## config.mk

```make
export PLATFORM = sky130hd
export DESIGN_NAME = instruction_fetch
export DESIGN_NICKNAME = d
export VERILOG_FILES = /design/src/rtl/instruction_fetch.sv
export SDC_FILE = /design/constraint.sdc
export NUM_CORES = 1
export LEC_CHECK = 0
export CORE_MARGIN = 2
export CORE_UTILIZATION = 35
export CTS_BUF_LIST = sky130_fd_sc_hd__clkbuf_4
export DETAILED_ROUTE_END_ITERATION = 8
export HOLD_SLACK_MARGIN = 0.08
export PLACE_DENSITY_LB_ADDON = 0.08
export SKIP_CTS_REPAIR_TIMING = 1
export SLEW_MARGIN = 25
export SYNTH_ARGS = -nofsm -noshare
export SYNTH_HDL_FRONTEND = slang
export SYNTH_SLANG_ARGS = --single-unit
```

## constraint.sdc

```tcl
create_clock -name CLK -period 4.55 [get_ports CLK]
set_clock_uncertainty 0.05 [all_clocks]
set_input_delay 0.455 -clock CLK [delete_from_list [all_inputs] [get_ports CLK]]
set_output_delay 0.455 -clock CLK [all_outputs]
set_load 0.02 [all_outputs]
```

## src/rtl/instruction_fetch.sv

```systemverilog
// Fetch stage: drives the instruction ROM address from the PC and captures the
// returned word into the IF/ID register, with stall, branch redirect/squash and a debug fetch counter.
module instruction_fetch #(
    parameter logic [7:0]  RESET_PC = 8'h00,
    parameter logic [31:0] NOP_WORD = 32'h00000013
) (
    input  logic        CLK,
    input  logic        RST,
    input  logic        STALL,
    input  logic        BRANCH_TAKEN,
    input  logic [7:0]  BRANCH_TARGET,
    input  logic [31:0] IMEM_RD,
    output logic [7:0]  IMEM_A,
    output logic [7:0]  PC,
    output logic [31:0] INSTR,
    output logic [7:0]  INSTR_PC,
    output logic        INSTR_VALID,
    output logic [15:0] FETCH_COUNT
);

    typedef enum logic {
        S_BOOT = 1'b0,
        S_RUN  = 1'b1
    } state_t;

    state_t      r_state;
    logic [7:0]  r_pc;
    logic [31:0] r_instr;
    logic [7:0]  r_instr_pc;
    logic        r_instr_valid;
    logic [15:0] r_fetch_count;

    state_t      w_state_next;
    logic [7:0]  w_pc_next;
    logic [31:0] w_instr_next;
    logic [7:0]  w_instr_pc_next;
    logic        w_instr_valid_next;
    logic [15:0] w_fetch_count_next;

    always_ff @(posedge CLK) begin
        if (RST) begin
            r_state       <= S_BOOT;
            r_pc          <= RESET_PC;
            r_instr       <= NOP_WORD;
            r_instr_pc    <= 8'h00;
            r_instr_valid <= 1'b0;
            r_fetch_count <= '0;
        end else begin
            r_state       <= w_state_next;
            r_pc          <= w_pc_next;
            r_instr       <= w_instr_next;
            r_instr_pc    <= w_instr_pc_next;
            r_instr_valid <= w_instr_valid_next;
            r_fetch_count <= w_fetch_count_next;
        end
    end

    // Branch outranks stall: the wrong-path word must be squashed even when the
    // decoder is holding, otherwise it would re-issue after the stall releases.
    always_comb begin
        w_state_next       = r_state;
        w_pc_next          = r_pc;
        w_instr_next       = r_instr;
        w_instr_pc_next    = r_instr_pc;
        w_instr_valid_next = r_instr_valid;
        w_fetch_count_next = r_fetch_count;

        case (r_state)
            S_BOOT: begin
                w_state_next = S_RUN;
            end
            S_RUN: begin
                if (BRANCH_TAKEN) begin
                    w_pc_next          = {BRANCH_TARGET[7:2], 2'b00};
                    w_instr_next       = NOP_WORD;
                    w_instr_valid_next = 1'b0;
                end else if (!STALL) begin
                    w_pc_next          = r_pc + 8'd4;
                    w_instr_next       = IMEM_RD;
                    w_instr_pc_next    = r_pc;
                    w_instr_valid_next = 1'b1;
                    if (r_fetch_count != '1) begin
                        w_fetch_count_next = r_fetch_count + 16'd1;
                    end
                end
            end
            default: begin
                w_state_next = S_BOOT;
            end
        endcase
    end

    assign IMEM_A      = r_pc;
    assign PC          = r_pc;
    assign INSTR       = r_instr;
    assign INSTR_PC    = r_instr_pc;
    assign INSTR_VALID = r_instr_valid;
    assign FETCH_COUNT = r_fetch_count;

endmodule

```

==> After elaboration in Yosys (flattened, before gate mapping) <==
Cells that the tools add are included.
{ "word_totals": {"elab_cells": 22, "out_inout_bits": 73, "in_bits": 44, "regBits": 66} }
{ "classes": {"bitwise": 2, "n_mux": 7, "n_eq_ne": 2, "n_addsub": 2, "n_reduce_logical": 3} }
{ "ops": {"columns": ["operator", "n"], "rows": [
  ["$mux W32", 2],
  ["$add A16 B1 Y16 const B", 1],
  ["$mux W8", 2],
  ["$ne A16 B16 Y1 const B", 1],
  ["$add A8 B3 Y8 const B", 1],
  ["$reduce_and A4 Y1", 1],
  ["$mux W1", 3],
  ["$reduce_and A3 Y1", 1],
  ["$ne A2 B1 Y1 const B", 1],
  ["$not A1 Y1", 2],
  ["$reduce_and A2 Y1", 1]
]} }

==> Longest topological paths before layout <==
{ "depth": {"depth_word": 3, "depth_mapped": 7} }

==> Worst setup path after synthesis <==
Ideal clock, no wire load.
{ "synth_path": {"path_kind": "reg2reg", "startpoint": "register r_fetch_count[0], in the netlist FETCH_COUNT[0]", "endpoint": "register r_fetch_count[1], in the netlist FETCH_COUNT[1]", "synth_period_minus_slack_ps": 2001, "t_arrival_ps": 1824, "setup_ps": 128, "path_stages_with_launch": 8, "slack_ps": 2549, "cell_sequence": "dfxtp_1 > ha_1 > nand4_1 > o41ai_1 > buf_2 > buf_2 > mux2i_1 > nor2_1"} }
{ "synth_between": {"elab_chain_len": 2} }
{ "synth_rtl": {"columns": ["item", "line_no", "text"], "rows": [
  ["start: declaration", "31", "logic [15:0] r_fetch_count;"],
  ["start signal: assignment", "54", "r_fetch_count <= w_fetch_count_next;"],
  ["branches (longest 2 deep; another with $add A16 B1 Y16)", null, null]
]} }
Parallel ways; which one is timed is not known.
A chain may end at the register's enable or synchronous reset.

==> Worst setup path in the final report <==
{ "layout_path": {"startpoint": "input BRANCH_TAKEN", "endpoint": "register r_fetch_count[12], in the netlist FETCH_COUNT[12]"} }
{ "layout_between": {"elab_chain_len": 2} }
{ "layout_rtl": {"columns": ["item", "line_no", "text"], "rows": [
  ["start: declaration", "10", "input logic BRANCH_TAKEN,"],
  ["$not A1 Y1 (no source line)", null, null],
  ["$reduce_and A4 Y1 (no source line)", null, null]
]} }
No other way between the ends.

==> impl_metrics.ini <==
[drt]
drt_iter0_markers = 119
drc = 0
vias = 2459
dr.pass1.iters = 6
routedWlPerCell_microns = 14.1
final_antenna_net_count = 0
viasPerCell = 5.03
wl_microns = 6880

[synthesis]
synth_most_common_cell = dfxtp_1
async_reset_ff_share_pct = 0
synth_top_area_cell = dfxtp_1
synth.distinct_cells = 38
synth_edf_count = 0
avgSynthCellArea_sq_um = 8.78
synth_top_cells_by_count = 62 x dfxtp_1, 35 x nor2_1, 29 x a22oi_1, 27 x nand2_1, 22 x a21oi_1
synth_flop_cell = dfxtp_1
syn_inst = 290
synthTopCellsByArea = dfxtp_1 49%, a22oi_1 8.5%, nor2_1 5.2%, a21oi_1 4.3%, nand2_1 4.0%
synth_area_sq_um = 2550
synth_seq_area_share_pct = 48.7
yosys_register_bits = 62
synth_top_area_share_pct = 48.7
yosys_warnings = 0

[final_layout]
multi_input_area_sq_um = 1150
design_area_sq_um = 3760
area_growth_pct = 47.7
antenna_cells = 0
fill_cells = 717
drive_above_1_share_pct = 6.15
final_core_util_pct = 52.7
ff_latch_area_sq_um = 1240
final_nets = 431

[power]
ir_worst_vdd_v = 0.000142
power_density_nw_per_um2 = 291
p_leak_nw = 1.30
power_mw = 1.10

[grt]
grt_max_degree = 59
antenna_found_initial = 0
grt_use_total_pct = 17.2
grt_pass1_wl_microns = 10600
grt_pass1_vias = 2170
overflow = 0

[clocking]
worstSkewPairLatency_ns = 0.39
h-tree-depth = 3
cts_sinks = 62
cts_root_buf = clkbuf_4
cts_tree = done
clk_pin_slew_worst_paths_ns = 0.10
cts_buffer_depth = 2
cts_buffers = 9

[placed_design]
placedInstanceArea_sq_um = 3620
hpwl_microns = 4530
gp_congestion = 0.796
port_buffers = 108

[run_status]
status = finished clean

[sta]
fin_tns_setup_ns = 0
fin_crit_sh_pct = 52.9
fin_crit_ns = 2.40
finalSetupViolations = 0
worstMarginPinSlew_ns = 0.625
hold_viol_final = 0
rsz0062_at_grt = false
drv_slew = 0
maxSlewHeadroom_pct = 58.4
clock.fmax_mhz = 416

[critical_path]
r2r-end = FETCH_COUNT[12]
critPathKind = input pin to flop
worstPathMaxFanout = 15
startpoint_type = input pin
required_ns = 4.75
reg2reg_depth = 4
reg2reg_from = r_state
worst_ep_arrival_time_ns = 2.61
ff2ff_setup_slack_ns = 2.48
end_kind = flop

[floorplan]
ios = 117
dieArea_sq_um = 7980
die_y_microns = 89.3
placementRows = 31
core-area_sq_um = 7140
fp.dieW_microns = 89.3
initial_utilization_pct = 35.7

[worst_hold_path]
hold_path_startpoint = INSTR_PC[3]
holdPathStages = 2
hp-class = flop to flop
min_to = INSTR_PC[3]

[run]
maxCapViolCount = 0
layout by cell type, fill, tap and decap left out, drive strengths merged, types with 8 or more instances in the layout:
| master | instances |
|---|---|
| clkbuf | 10 |
| or3 | 8 |
| nand2 | 27 |
| a22oi | 29 |
| nor2 | 35 |
| clkdlybuf4s50 | 107 |
| o21ai | 8 |
| nand3 | 9 |
| a21oi | 22 |
| dfxtp | 62 |
flip-flops by register name, summed over array words and instances (netlist names):
signal	count
INSTR	32
INSTR_VALID	1
INSTR_PC	6
IMEM_A	6
r_state	1
FETCH_COUNT	16
critical path, cell delays in order:
cell,delay (ns)
clkdlybuf4s50_1,0.71
or3b_2,0.74
nor4_1,0.44
and3_1,0.21
nor3_1,0.05
layer usage:
| layer | track usage (%) | vias to the layer above | share of wire, % |
|---|---|---|---|
| met5 | 0 | - | 0 |
| met4 | 7.46 | 0 | 1.0 |
| met3 | 5.08 | 7 | 7.3 |
| met2 | 25.0 | 82 | 45 |
| met1 | 23.6 | 1143 | 46 |
| li1 | - | 1227 | - |
final cells by class:
type                       instances  share of cell area (%)
sequential                        62                    33.0
multi-input combinational        197                    30.5
timing repair buffer             110                    29.1
tap                               99                    3.29
clock buffer                      10                    1.99
clock inverter                     6                    1.66
inverter                           5                   0.499
report_power, final:
group	internal [mW]	switching, mW
Sequential	0.556	0.0142
Combinational	0.0752	0.0726
Clock	0.172	0.206
cell families after synthesis:
kind of cell             Yosys count  share of synthesized area, %
AO/OA/AOI/OAI                     84                          22.1
XOR/XNOR                           1                         0.344
adder cells (fa/ha/maj)            2                         0.982
buffers and inverters             36                          7.32
flip-flops                        62                          48.7
multiplexers                       3                          1.18
other                              1                         0.147
AND/OR/NAND/NOR                  101                          19.2
how the worst max path moves through the flow:
stage,from,endpoint,cells past startpoint
after floorplan,FETCH_COUNT[0],FETCH_COUNT[1],7
after global placement,BRANCH_TAKEN,IMEM_A[2],5
after detailed placement,BRANCH_TAKEN,IMEM_A[2],5
after CTS,BRANCH_TAKEN,IMEM_A[2],5
after global routing,BRANCH_TAKEN,FETCH_COUNT[12],5
final,BRANCH_TAKEN,FETCH_COUNT[12],5
stage by stage:
| stage | instances | hold WS [ns] | setup slack, ns |
|---|---|---|---|
| after floorplan | 295 | 0.485 | 2.55 |
| after global placement | 473 | 0.393 | 1.56 |
| after detailed placement | 473 | 0.398 | 1.57 |
| after CTS | 489 | 0.412 | 2.00 |
| after global routing | 489 | 0.430 | 2.03 |
| final | 489 | 0.413 | 2.15 |
No activity file was read; power rests on OpenSTA's default activity.
